**config.mk**
```make
export PLATFORM = sky130hd
export DESIGN_NAME = dmem_dump
export DESIGN_NICKNAME = d
export VERILOG_FILES = /design/src/rtl/dmem_dump_pkg.sv /design/src/rtl/dmem_dump.sv
export SDC_FILE = /design/constraint.sdc
export NUM_CORES = 1
export LEC_CHECK = 0
export ABC_AREA = 1
export CAP_MARGIN = 20
export CORE_UTILIZATION = 47
export CTS_CLUSTER_SIZE = 20
export DETAILED_ROUTE_END_ITERATION = 10
export PLACE_DENSITY_LB_ADDON = 0.3
export SLEW_MARGIN = 5
export SYNTH_ARGS = -nofsm -noshare
export SYNTH_HDL_FRONTEND = slang
export SYNTH_SLANG_ARGS = --single-unit
```
**constraint.sdc**
```tcl
create_clock -name clock -period 1.69 [get_ports clock]
set_input_delay 0.2535 -clock clock [delete_from_list [all_inputs] [get_ports clock]]
set_output_delay 0.2535 -clock clock [all_outputs]
set_load 0.02 [all_outputs]
```
**src/rtl/dmem_dump_pkg.sv**
```systemverilog
// Shared dmem geometry and dump-FSM state encoding.
package dmem_dump_pkg;

  localparam int DMEM_ADDR_W = 12;
  localparam int DMEM_DATA_W = 32;

  typedef enum logic [2:0] {
    S_IDLE  = 3'd0,
    S_ISSUE = 3'd1,
    S_WAIT  = 3'd2,
    S_SEND  = 3'd3,
    S_DONE  = 3'd4
  } state_t;

endpackage

```
**src/rtl/dmem_dump.sv**
```systemverilog
// Reads a contiguous window of dmem words onto a valid/ready stream after a program run.
// Latency: READ_LAT+2 cycles per word (issue, READ_LAT wait cycles, send); no overlapping reads.
// Backpressure: word held stable on out_* until out_ready; next read is not issued before the handshake.
module dmem_dump
  import dmem_dump_pkg::*;
#(
  parameter int ADDR_W   = DMEM_ADDR_W,
  parameter int DATA_W   = DMEM_DATA_W,
  parameter int READ_LAT = 1
) (
  input  logic              clock,
  input  logic              reset,
  input  logic              start,
  input  logic [ADDR_W-1:0] base_addr,
  input  logic [ADDR_W:0]   word_count,
  output logic              busy,
  output logic              done,
  output logic              dmem_req,
  output logic [ADDR_W-1:0] dmem_address,
  input  logic [DATA_W-1:0] dmem_q,
  output logic              out_valid,
  input  logic              out_ready,
  output logic [DATA_W-1:0] out_data,
  output logic [ADDR_W-1:0] out_addr,
  output logic              out_last
);

  localparam logic [1:0] LAT_INIT = 2'(READ_LAT - 1);

  state_t            state, state_nxt;
  logic [ADDR_W-1:0] addr;
  logic [ADDR_W:0]   remain;
  logic [1:0]        lat_cnt;
  logic              last_word;
  logic              hs;

  assign last_word    = (remain == (ADDR_W+1)'(1));
  assign hs           = (state == S_SEND) && out_ready;
  // Address register drives dmem directly; the external mux only looks at it while dmem_req is high.
  assign dmem_address = addr;

  always_ff @(posedge clock or negedge reset) begin
    if (!reset) state <= S_IDLE;
    else        state <= state_nxt;
  end

  always_comb begin
    state_nxt = state;
    busy      = 1'b0;
    done      = 1'b0;
    dmem_req  = 1'b0;
    out_valid = 1'b0;
    case (state)
      S_IDLE: begin
        if (start) state_nxt = (word_count != '0) ? S_ISSUE : S_DONE;
      end
      S_ISSUE: begin
        busy      = 1'b1;
        dmem_req  = 1'b1;
        state_nxt = S_WAIT;
      end
      S_WAIT: begin
        busy     = 1'b1;
        dmem_req = 1'b1;
        if (lat_cnt == 2'd0) state_nxt = S_SEND;
      end
      S_SEND: begin
        busy      = 1'b1;
        out_valid = 1'b1;
        if (hs) state_nxt = last_word ? S_DONE : S_ISSUE;
      end
      S_DONE: begin
        done      = 1'b1;
        state_nxt = S_IDLE;
      end
      default: state_nxt = S_IDLE;
    endcase
  end

  always_ff @(posedge clock or negedge reset) begin
    if (!reset) begin
      addr     <= '0;
      remain   <= '0;
      lat_cnt  <= '0;
      out_data <= '0;
      out_addr <= '0;
      out_last <= 1'b0;
    end else begin
      case (state)
        S_IDLE: begin
          if (start && (word_count != '0)) begin
            addr   <= base_addr;
            remain <= word_count;
          end
        end
        S_ISSUE: lat_cnt <= LAT_INIT;
        S_WAIT: begin
          if (lat_cnt == 2'd0) begin
            out_data <= dmem_q;
            out_addr <= addr;
            out_last <= last_word;
          end else begin
            lat_cnt <= lat_cnt - 2'd1;
          end
        end
        S_SEND: begin
          // Address wraps naturally modulo 2^ADDR_W.
          if (hs && !last_word) begin
            addr   <= addr + ADDR_W'(1);
            remain <= remain - (ADDR_W+1)'(1);
          end
        end
        default: ;
      endcase
    end
  end

endmodule

```
* Word-level counts from Yosys, hierarchy flattened *
Index checks and enable logic that the tools add are counted.

word-level totals
  bits in registers = 75
  bits of input ports = 61
  output and inout bits = 61
  logic and storage cells = 54

cells by class
  $add $sub $neg = 3
  equal/unequal tests = 11
  muxes and demuxes = 18
  reduce and logical (&&, ||, !) cells = 15

operator list
  kind                                                  number
  2-to-1 mux 13 bit                                     2
  case mux 13 bit (2 select lines)                      1
  2-to-1 mux 12 bit                                     2
  case mux 12 bit (2 select lines)                      1
  2-to-1 mux 3 bit                                      5
  equality test 13 x 1 -> 1 bit, second input constant  1
  nonzero test 13 bit                                   1
  subtractor 13 x 1 -> 13 bit, second input constant    1
  adder 12 x 1 -> 12 bit, second input constant         1
  case mux 3 bit (4 select lines)                       1
  inequality test 2 bit, second input constant          5
  equality test 3 x 2 -> 1 bit, second input constant   2
  AND reduction 3 bit                                   2
  2-to-1 mux 1 bit                                      4
  case mux 2 bit (2 select lines)                       1
  AND reduction 2 bit                                   2
  nonzero test 2 bit                                    2
  equality test 3 x 1 -> 1 bit, second input constant   1
  equality test 3 bit, second input constant            1
  logical AND 1 bit                                     3
  logical NOT 3 bit                                     1
  OR reduction 3 bit                                    1
  logical NOT 2 bit                                     1
  2-to-1 mux 2 bit                                      1
  4 further kinds                                       4

* Longest topological paths before layout *
Gate-level depths: netlist of the first run.

  depth in word-level cells = 5
  mapped depth = 11
  mapped depth without buffers = 10

* Worst setup path after synthesis of the first run *
OpenSTA, ideal clock, no wires.

  path kind = reg-to-reg
  from = register addr[2], in the netlist dmem_address[2]
  to = register addr[7], in the netlist dmem_address[7]
  library setup time = 0.127 ns
  arrival time = 1.310 ns
  data required time = 1.563 ns
  path slack = 0.254 ns
  stages on the path, launching flop included = 8
  buffers on the path = 0
  period minus slack after synthesis = 1.436 ns
  cells stage by stage = dfrtp_1 > nand3_1 > nor2_1 > nand3_1 > nand3_1 > nand2_1 > nand2_1 > o21ai_0

between the ends
  cells in the longest elaborated chain, start to end = 3

RTL lines
  item                              line              source
  from (decl)                       dmem_dump.sv:31   logic [ADDR_W-1:0] addr;
  from (signal assigned)            dmem_dump.sv:92   addr <= base_addr;
  from (signal assigned)            dmem_dump.sv:109  addr <= addr + ADDR_W'(1);
  adder 12 x 1 -> 12 bit            dmem_dump.sv:109
  2-to-1 mux 12 bit                 dmem_dump.sv:108  if (hs && !last_word) begin
  case mux 12 bit (2 select lines)  dmem_dump.sv:89   case (state)

Every way passes these cells. The select of a mux whose other input is x is not followed.
A chain may end at the register's enable or synchronous reset.

* Worst setup path after layout of the first run *
  from = register addr[1], in the netlist dmem_address[1]
  to = output dmem_address[1]

RTL lines
  item       line             source
  to (decl)  dmem_dump.sv:19  output logic [ADDR_W-1:0] dmem_address,

No word-level cell between the ends.

==> results of run 1 <==
==> layer usage <==
metal | vias to the layer above | routed length (um) | GRT usage (%)
li1 | 1778 | - | -
met1 | 1760 | 4325 | 30.21
met2 | 152 | 5070 | 40.68
met3 | 16 | 719 | 4.762
met4 | 0 | 172 | 8.333
met5 | - | 0 | 0
==> stage by stage <==
step           utilization, %  setup WS (ns)  setup TNS, ns  instance area, um2
4_1_cts                 69.21       0.001951              0                5431
3_5_place_dp            66.84        -0.1208         -2.185                5245
3_3_place_gp            66.84       -0.08135         -1.469                5245
6_report                70.81        0.03456              0                5557
2_1_floorplan               -         0.2538              0                3860
5_1_grt                 70.81       -0.02671        -0.2100                5557
==> kinds of logic (layout without fill, tap and decap cells) <==
kind of cell | Yosys count | in the layout
AOI/OAI and AO/OA | 44 | 44
xor gates and xnor gates | 2 | 2
adders and majority gates | 4 | 4
buffers and inverters | 55 | 197
DFF | 75 | 75
muxes | 32 | 32
and+or+nand+nor | 255 | 258
==> state kept, by name, summed over array words and instances, names as in the netlist <==
register      flops
out_addr         12
lat_cnt           2
out_data         32
out_last          1
dmem_address     12
remain           13
state             3
==> synth_stat cells, drive strengths merged, types with 3 or more instances <==
library cell  number  area share, %
o21ai             39            5.1
mux2              32            9.3
buf               12            2.2
clkbuf             3           0.29
nor2              45            5.2
ha                 4            1.3
a31oi              3           0.49
nand3             33            4.6
inv               40            3.9
nand2            167             17
or2                5           0.88
dfrtp             75             49
nand4              5           0.81
==> cell type report <==
type                            count  area, um2
Fill cell                         603       2291
Sequential cell                    75       1877
Multi-Input combinational cell    340       1790
Timing Repair Buffer              141       1419
Clock buffer                       12      155.1
Inverter                           40      153.9
Tap cell                          102      127.6
Clock inverter                      4      33.78
==> layout by cell type (no fill, tap or decap), types with 2 or more instances in the layout <==
cell and n:
clkbuf_8 11, or2_2 4, clkdlybuf4s50_1 106, o21ai_0 36, nor2_4 3, a31oi_1 3
ha_1 4, buf_4 15, nand2_1 162, nand2_4 2, mux2_2 32, dlymetal6s2s_1 5
dfrtp_1 75, nand2_2 4, buf_2 2, o21ai_1 3, clkinvlp_4 2, clkinv_4 2
nand4_1 5, buf_12 5, nor2_1 36, nand3_1 31, nor2_2 7, inv_1 34
dlygate4sd2_1 6, inv_2 5
==> final timing paths <==
path / from / endpoint / depth (start not counted)
min: reset / out_data[7] / 2
max reg2reg: state[2] / remain[11] / 10
min in group clock: out_addr[5] / out_addr[5] / 2
max in group asynchronous: reset / remain[6] / 3
max: dmem_address[1] / dmem_address[1] / 1
min reg2reg: out_addr[5] / out_addr[5] / 2
==> power by group <==
| group | total, mW | switching [mW] | internal (mW) | leakage [nW] |
|---|---|---|---|---|
| clock network | 1.31 | 0.686 | 0.624 | 0.0932 |
| logic | 6.43 | 3.58 | 2.85 | 1.63 |
| registers | 3.35 | 0.676 | 2.68 | 0.915 |
==> what timing repair did <==
item	in CTS	in global routing
hold buffers	1	0
resized for setup	14	17
hold endpoints to repair	28	0
setup buffers	0	5
gates cloned	0	3
pin swaps	1	6
endpoints found under the setup margin	10	33
==> metrics.md, run 1 <==
| Metric | Value |
|---|---|
| Pin count of the biggest net entering global routing | 38 |
| Tot Pwr | ~11 mW |
| DR WL/cell | roughly 14 um |
| Detail Placement HPWL | 7127 um |
| Root buf cell | clkbuf_8 |
| Reg-to-reg slack, setup | 0.04 ns |
| Crit path cell chain | clkdlybuf4s50_1 |
| Clock Sinks | 75 |
| Sequential element share of the synthesized area | roughly half |
| Clock Skew | between 0.01 and 0.015 ns |
| FP Rows | 32 |
| Worst min path class | in2async |
| TritonCTS buffer count | 9 |
| Buffers & Inverters on Critical Path | 1 |
| Critical path startpoint category | register |
| H-Tree Depth | 3 |
| Ant diodes | 0 |
| Post-Synth XOR/XNOR Area | less than 1% |
| Minimum clock period | 1.655 ns |
| Hold slack | 0.3660 ns |
| Max cap viols | 0 |
| Post-synthesis register bit count | 75 |
| Layout cells sized above 1 | 16.18% |
| Core area | approximately 7800 um2 |
| Vias per Instance | 5.190 |
| Vias in the first global route | 3487 |
| Cells after DPL | 689 |
| Area delta synth->final | 43.95% |
| Top FF cell, synth | dfrtp_1 |
| Avg Inst Size Synth | ~8.3 um2 |
| Nets | roughly 670 |
| CTS tree | done |
| Detail Route Antenna Nets | 0 |
| Initial antenna violation count | 0 |
| Area share of fa/ha/maj cells after synthesis | 1.297% |
| Worst Setup End Kind | output pin |
| Critical path arrival | about 1.4 ns |
| Drt initial violations | 225 |
| RSZ-0062 raised after global routing | yes |
| Yosys cell types | 27 |
| IO Pins | 122 |
| Clk pin slew, worst setup/hold paths | 0.08 ns |
| Die Y-Extent | approximately 93 um |
| Crit Path Max Fanout | 4 |
| Drt drc | 0 |
| Max Root-Sink Buffers | 2 |
| Setup-failing EPs final | 0 |
| Synth Net Count | roughly 530 |
| Mux cell area share after synthesis | 9.335% |
| Largest family of logic cells by synthesized area | simple AND/OR/NAND/NOR gates |
| Mapped cell area | 3860 um2 |
| DRT Pass-1 Iters | 5 |
| Pins Over Slew Limit | 0 |
| Die width | 92.63 um |
| EDFF count, synth | 0 |
| Slew margin rel. | 72.56% |
| Status | completed |
| WL final | 10290 um |
| Slew @ Worst Pin | 0.4116 ns |
| Synth warn | 0 |
| First-pass GRT wire length | 16130 um |
| Worst skew pair latency | roughly 0.35 ns |
| Leakage | 2.639 nW |
| Initial core utilization | 49.19% |
| Simple-gate share of the synthesized area | 28.04% |
| CP required | approximately 1.4 ns |
| Slowest cell on crit path | clkdlybuf4s50_1 |
| Total GRT Usage | 23.86% |
| Worst VDD drop | 0.8820 mV |
| Fraction of the cycle the final worst path needs | 97.95% |
| Setup CP Type | reg2out |
| Die area | 8579 um2 |
| Post-route insts no fill | 714 |
| Final hold viol count | 0 |
| PwrDens | 1996 nW/um2 |
| Mapped Cells | between 400 and 500 |
| Crit-path leading delay family | buffers and inverters |
| Fmax achieved | 0.6041 GHz |
| Synth Area in Compound Gates | around 5.9% |
| Async SR Flop Fraction | 100.0% |
| Via count | ~3700 |
| Grt ovf | 0 |
| Routability Congestion | 0.8793 |
| Slowest cell delay on critical path | 0.66 ns |
| Port Buffers | 121 |
No activity file was read; power rests on OpenSTA's default activity.
==> run 2, diff against run 1 <==
Settings changed: ABC_CLOCK_PERIOD_IN_PS set to 1690.
==> results of run 2 <==
Final layout, timing and power as in run 1 (identical DEF).
==> run 3, diff against run 2 <==
--- a/config.mk
+++ b/config.mk
@@ -10,5 +10,8 @@
 export CAP_MARGIN = 20
-export CORE_UTILIZATION = 47
+export CELL_PAD_IN_SITES_DETAIL_PLACEMENT = 1
+export CELL_PAD_IN_SITES_GLOBAL_PLACEMENT = 1
+export CORE_UTILIZATION = 34
 export CTS_CLUSTER_SIZE = 20
 export DETAILED_ROUTE_END_ITERATION = 10
+export MAX_ROUTING_LAYER = met4
 export PLACE_DENSITY_LB_ADDON = 0.3
==> constraint.sdc (replaced) <==
create_clock -name clock -period 1.69 [get_ports clock]
set_input_delay 0.507 -clock clock [delete_from_list [all_inputs] [get_ports clock]]
set_output_delay 0.507 -clock clock [all_outputs]
set_load 0.02 [all_outputs]
==> run 3 against run 2 <==
Compared with the run above: the flow now finishes with violations (setup timing); maximum frequency decreased by 10%; final cell count increased by 8.7%; register-to-register slack got worse by 0.16 ns; count of clock-buffer cells in the layout increased by 2; combinational power increased by 23%; clock skew decreased by 0.0038 ns; final area increased by 9.5%; worst hold slack got worse by 0.36 ns; critical endpoint is now out_valid; largest cell class is now multi-input combinational cells; largest power group unchanged.
==> metrics.md, run 3 (synthesized netlist as in run 1, its figures left out) <==
| Metric | Value |
|---|---|
| Status | finished with violations |
| Failing checks | setup timing |
| Die area | 11780 um2 (+37%) |
| Slew @ Worst Pin | 0.3737 ns (-0.03781 ns) |
| Final hold viol count | 0 (unchanged) |
| TritonCTS buffer count | 9 (unchanged) |
| Post-route insts no fill | 776 (+8.7%) |
| Fmax achieved | 0.5434 GHz (-10%) |
| Setup TNS | -2.167 ns (-2.167 ns) |
| Most common cell after layout, fill and taps aside | nand2_1 |
| DRT Pass-1 Iters | 4 (-1) |
| Die Y-Extent | 108.6 um (+17%) |
| Worst skew pair latency | 0.34 ns (about the same) |
| Fillcell total | 1282 (+110%) |
| Layout cells sized above 1 | 25.47% (+9.3 points) |
| Vias in the first global route | 4072 (+17%) |
| Critical path startpoint category | register |
| Initial core utilization | 35.30% (-14 points) |
| Drt initial violations | 173 (-23%) |
| Drt drc | 0 (unchanged) |
| Setup WS pre-CTS | -0.4469 ns (-0.3260 ns) |
| Root buf cell | clkbuf_16 |
| DR WL/cell | 17.72 um (+23%) |
| Max Root-Sink Buffers | 2 (unchanged) |
| Clk pin slew, worst setup/hold paths | 0.06 ns (-0.02 ns) |
| Clock Skew | 0.007871 ns (-0.003814 ns) |
| Detail Route Antenna Nets | 0 (unchanged) |
| Grt ovf | 0 (unchanged) |
| FF-to-FF End | dmem_address[4] |
| Port Buffers | 121 (unchanged) |
| Number of flip-flops under the largest register name | 32 (unchanged) |
| Worst VDD drop | 0.9613 mV (+9.0%) |
| Crit Path Max Fanout | 2 (-2) |
| Detail Placement HPWL | 8932 um (+25%) |
| Fraction of the cycle the final worst path needs | 108.9% (+11 points) |
| R2R cell count | 12 (+2) |
| Initial antenna violation count | 0 (unchanged) |
| Largest reg by FF count | out_data |
| CTS tree | done |
| Setup-failing EPs final | 27 (+27) |
| Clock Sinks | 75 (unchanged) |
| CP required | 1.18 ns (-0.26 ns) |
| Most frequent cells in the layout | nand2_1, dfrtp_1, clkdlybuf4s50_1 |
| Cells after DPL | 742 (+7.7%) |
| WL final | 13750 um (+34%) |
| Core area | 10940 um2 (+39%) |
| H-Tree Depth | 3 (unchanged) |
| Setup CP Type | reg2out |
| Pins Over Slew Limit | 0 (unchanged) |
| Tot Pwr | 13.00 mW (+17%) |
| FP Rows | 38 (+19%) |
| Hold_buf cts | 0 (-1) |
| Minimum clock period | 1.840 ns (+0.1849 ns) |
| Reg2reg start | state[2] |
| Worst Setup End Kind | output pin |
| Reg-to-reg slack, setup | -0.12 ns (-0.16 ns) |
| Pin count of the biggest net entering global routing | 65 (+71%) |
| Slew margin rel. | 75.08% (+2.5 points) |
| Vias per Instance | 5.057 (-2.6%) |
| First-pass GRT wire length | 20710 um (+28%) |
| Hold slack | 0.006860 ns (-0.3591 ns) |
| Nets | 696 (+3.6%) |
| IO Pins | 122 (unchanged) |
| Routability Congestion | 0.8041 (-8.6%) |
| RSZ-0062 raised after global routing | yes |
| Area delta synth->final | 57.60% |
| Ant diodes | 0 (unchanged) |
| Final setup margin | -0.1504 ns (-0.1849 ns) |
| Total GRT Usage | 24.16% (+0.30 points) |
| PwrDens | 2137 nW/um2 (+7.0%) |
| Leakage | 2.952 nW (+12%) |
| Worst min path class | in2async |
| Via count | 3924 (+5.9%) |
| Max cap viols | 0 (unchanged) |
| Die width | 108.6 um (+17%) |
| Largest regs | out_data x32, remain x13 |
| Critical path arrival | 1.33 ns (-0.07 ns) |
run 3: area by class of cell:
| type | instances | area, um2 | share of cell area, % |
|---|---|---|---|
| Sequential cell | 75 | 1879 | 30.89 |
| Timing Repair Buffer | 164 | 1610 | 26.47 |
| Clock buffer | 14 | 264.0 | 4.340 |
| Inverter | 40 | 172.7 | 2.838 |
| Tap cell | 140 | 175.2 | 2.879 |
| Clock inverter | 2 | 10.01 | 0.1645 |
| Multi-Input combinational cell | 341 | 1972 | 32.41 |
run 3: power by group:
| group | switching (mW) | total [mW] | internal [mW] |
|---|---|---|---|
| Clock | 0.724 | 1.79 | 1.07 |
| Sequential | 0.586 | 3.27 | 2.69 |
| Combinational | 4.54 | 7.93 | 3.39 |
run 3: per-layer routing:
metal	vias to the layer above	wire length, um	GRT usage (%)
li1	1822	-	-
met1	1957	5491	26.20
met2	115	7202	42.77
met3	30	723	5.425
met4	0	333	9.266
met5	-	0	-
run 3: timing repair:
item / 4_1_cts / 5_1_grt
buffers inserted: 10 / 2
setup endpoints to repair: 87 / 30
cloned: 4 / 2
pin swaps: 13 / 26
resized for setup: 102 / 64
run 3: per-stage QoR:
stage | util, % | instance area [um2]
after CTS | 53.26 | 5824
after floorplan | - | 3860
after global placement | 49.43 | 5405
after global routing | 55.63 | 6083
after detailed placement | 49.43 | 5405
final | 55.63 | 6083
run 3: how the worst max path moves through the flow:
stage                     slack (ns)              end          start  cells past startpoint
after floorplan                 0.12        out_valid       state[2]                      5
after global placement         -0.37  dmem_address[1]  word_count[3]                      8
after detailed placement       -0.45  dmem_address[0]  word_count[2]                      8
after CTS                      -0.18        out_valid       state[2]                      6
after global routing           -0.20        out_valid       state[2]                      6
final                          -0.15        out_valid       state[2]                      6
run 3: worst max-delay path: stages, from the launching register on:
cell     delay, ns
dfrtp_1       0.39
inv_2         0.07
nand2_2       0.05
buf_6         0.12
nor2_4        0.13
buf_12        0.13
buf_8         0.10
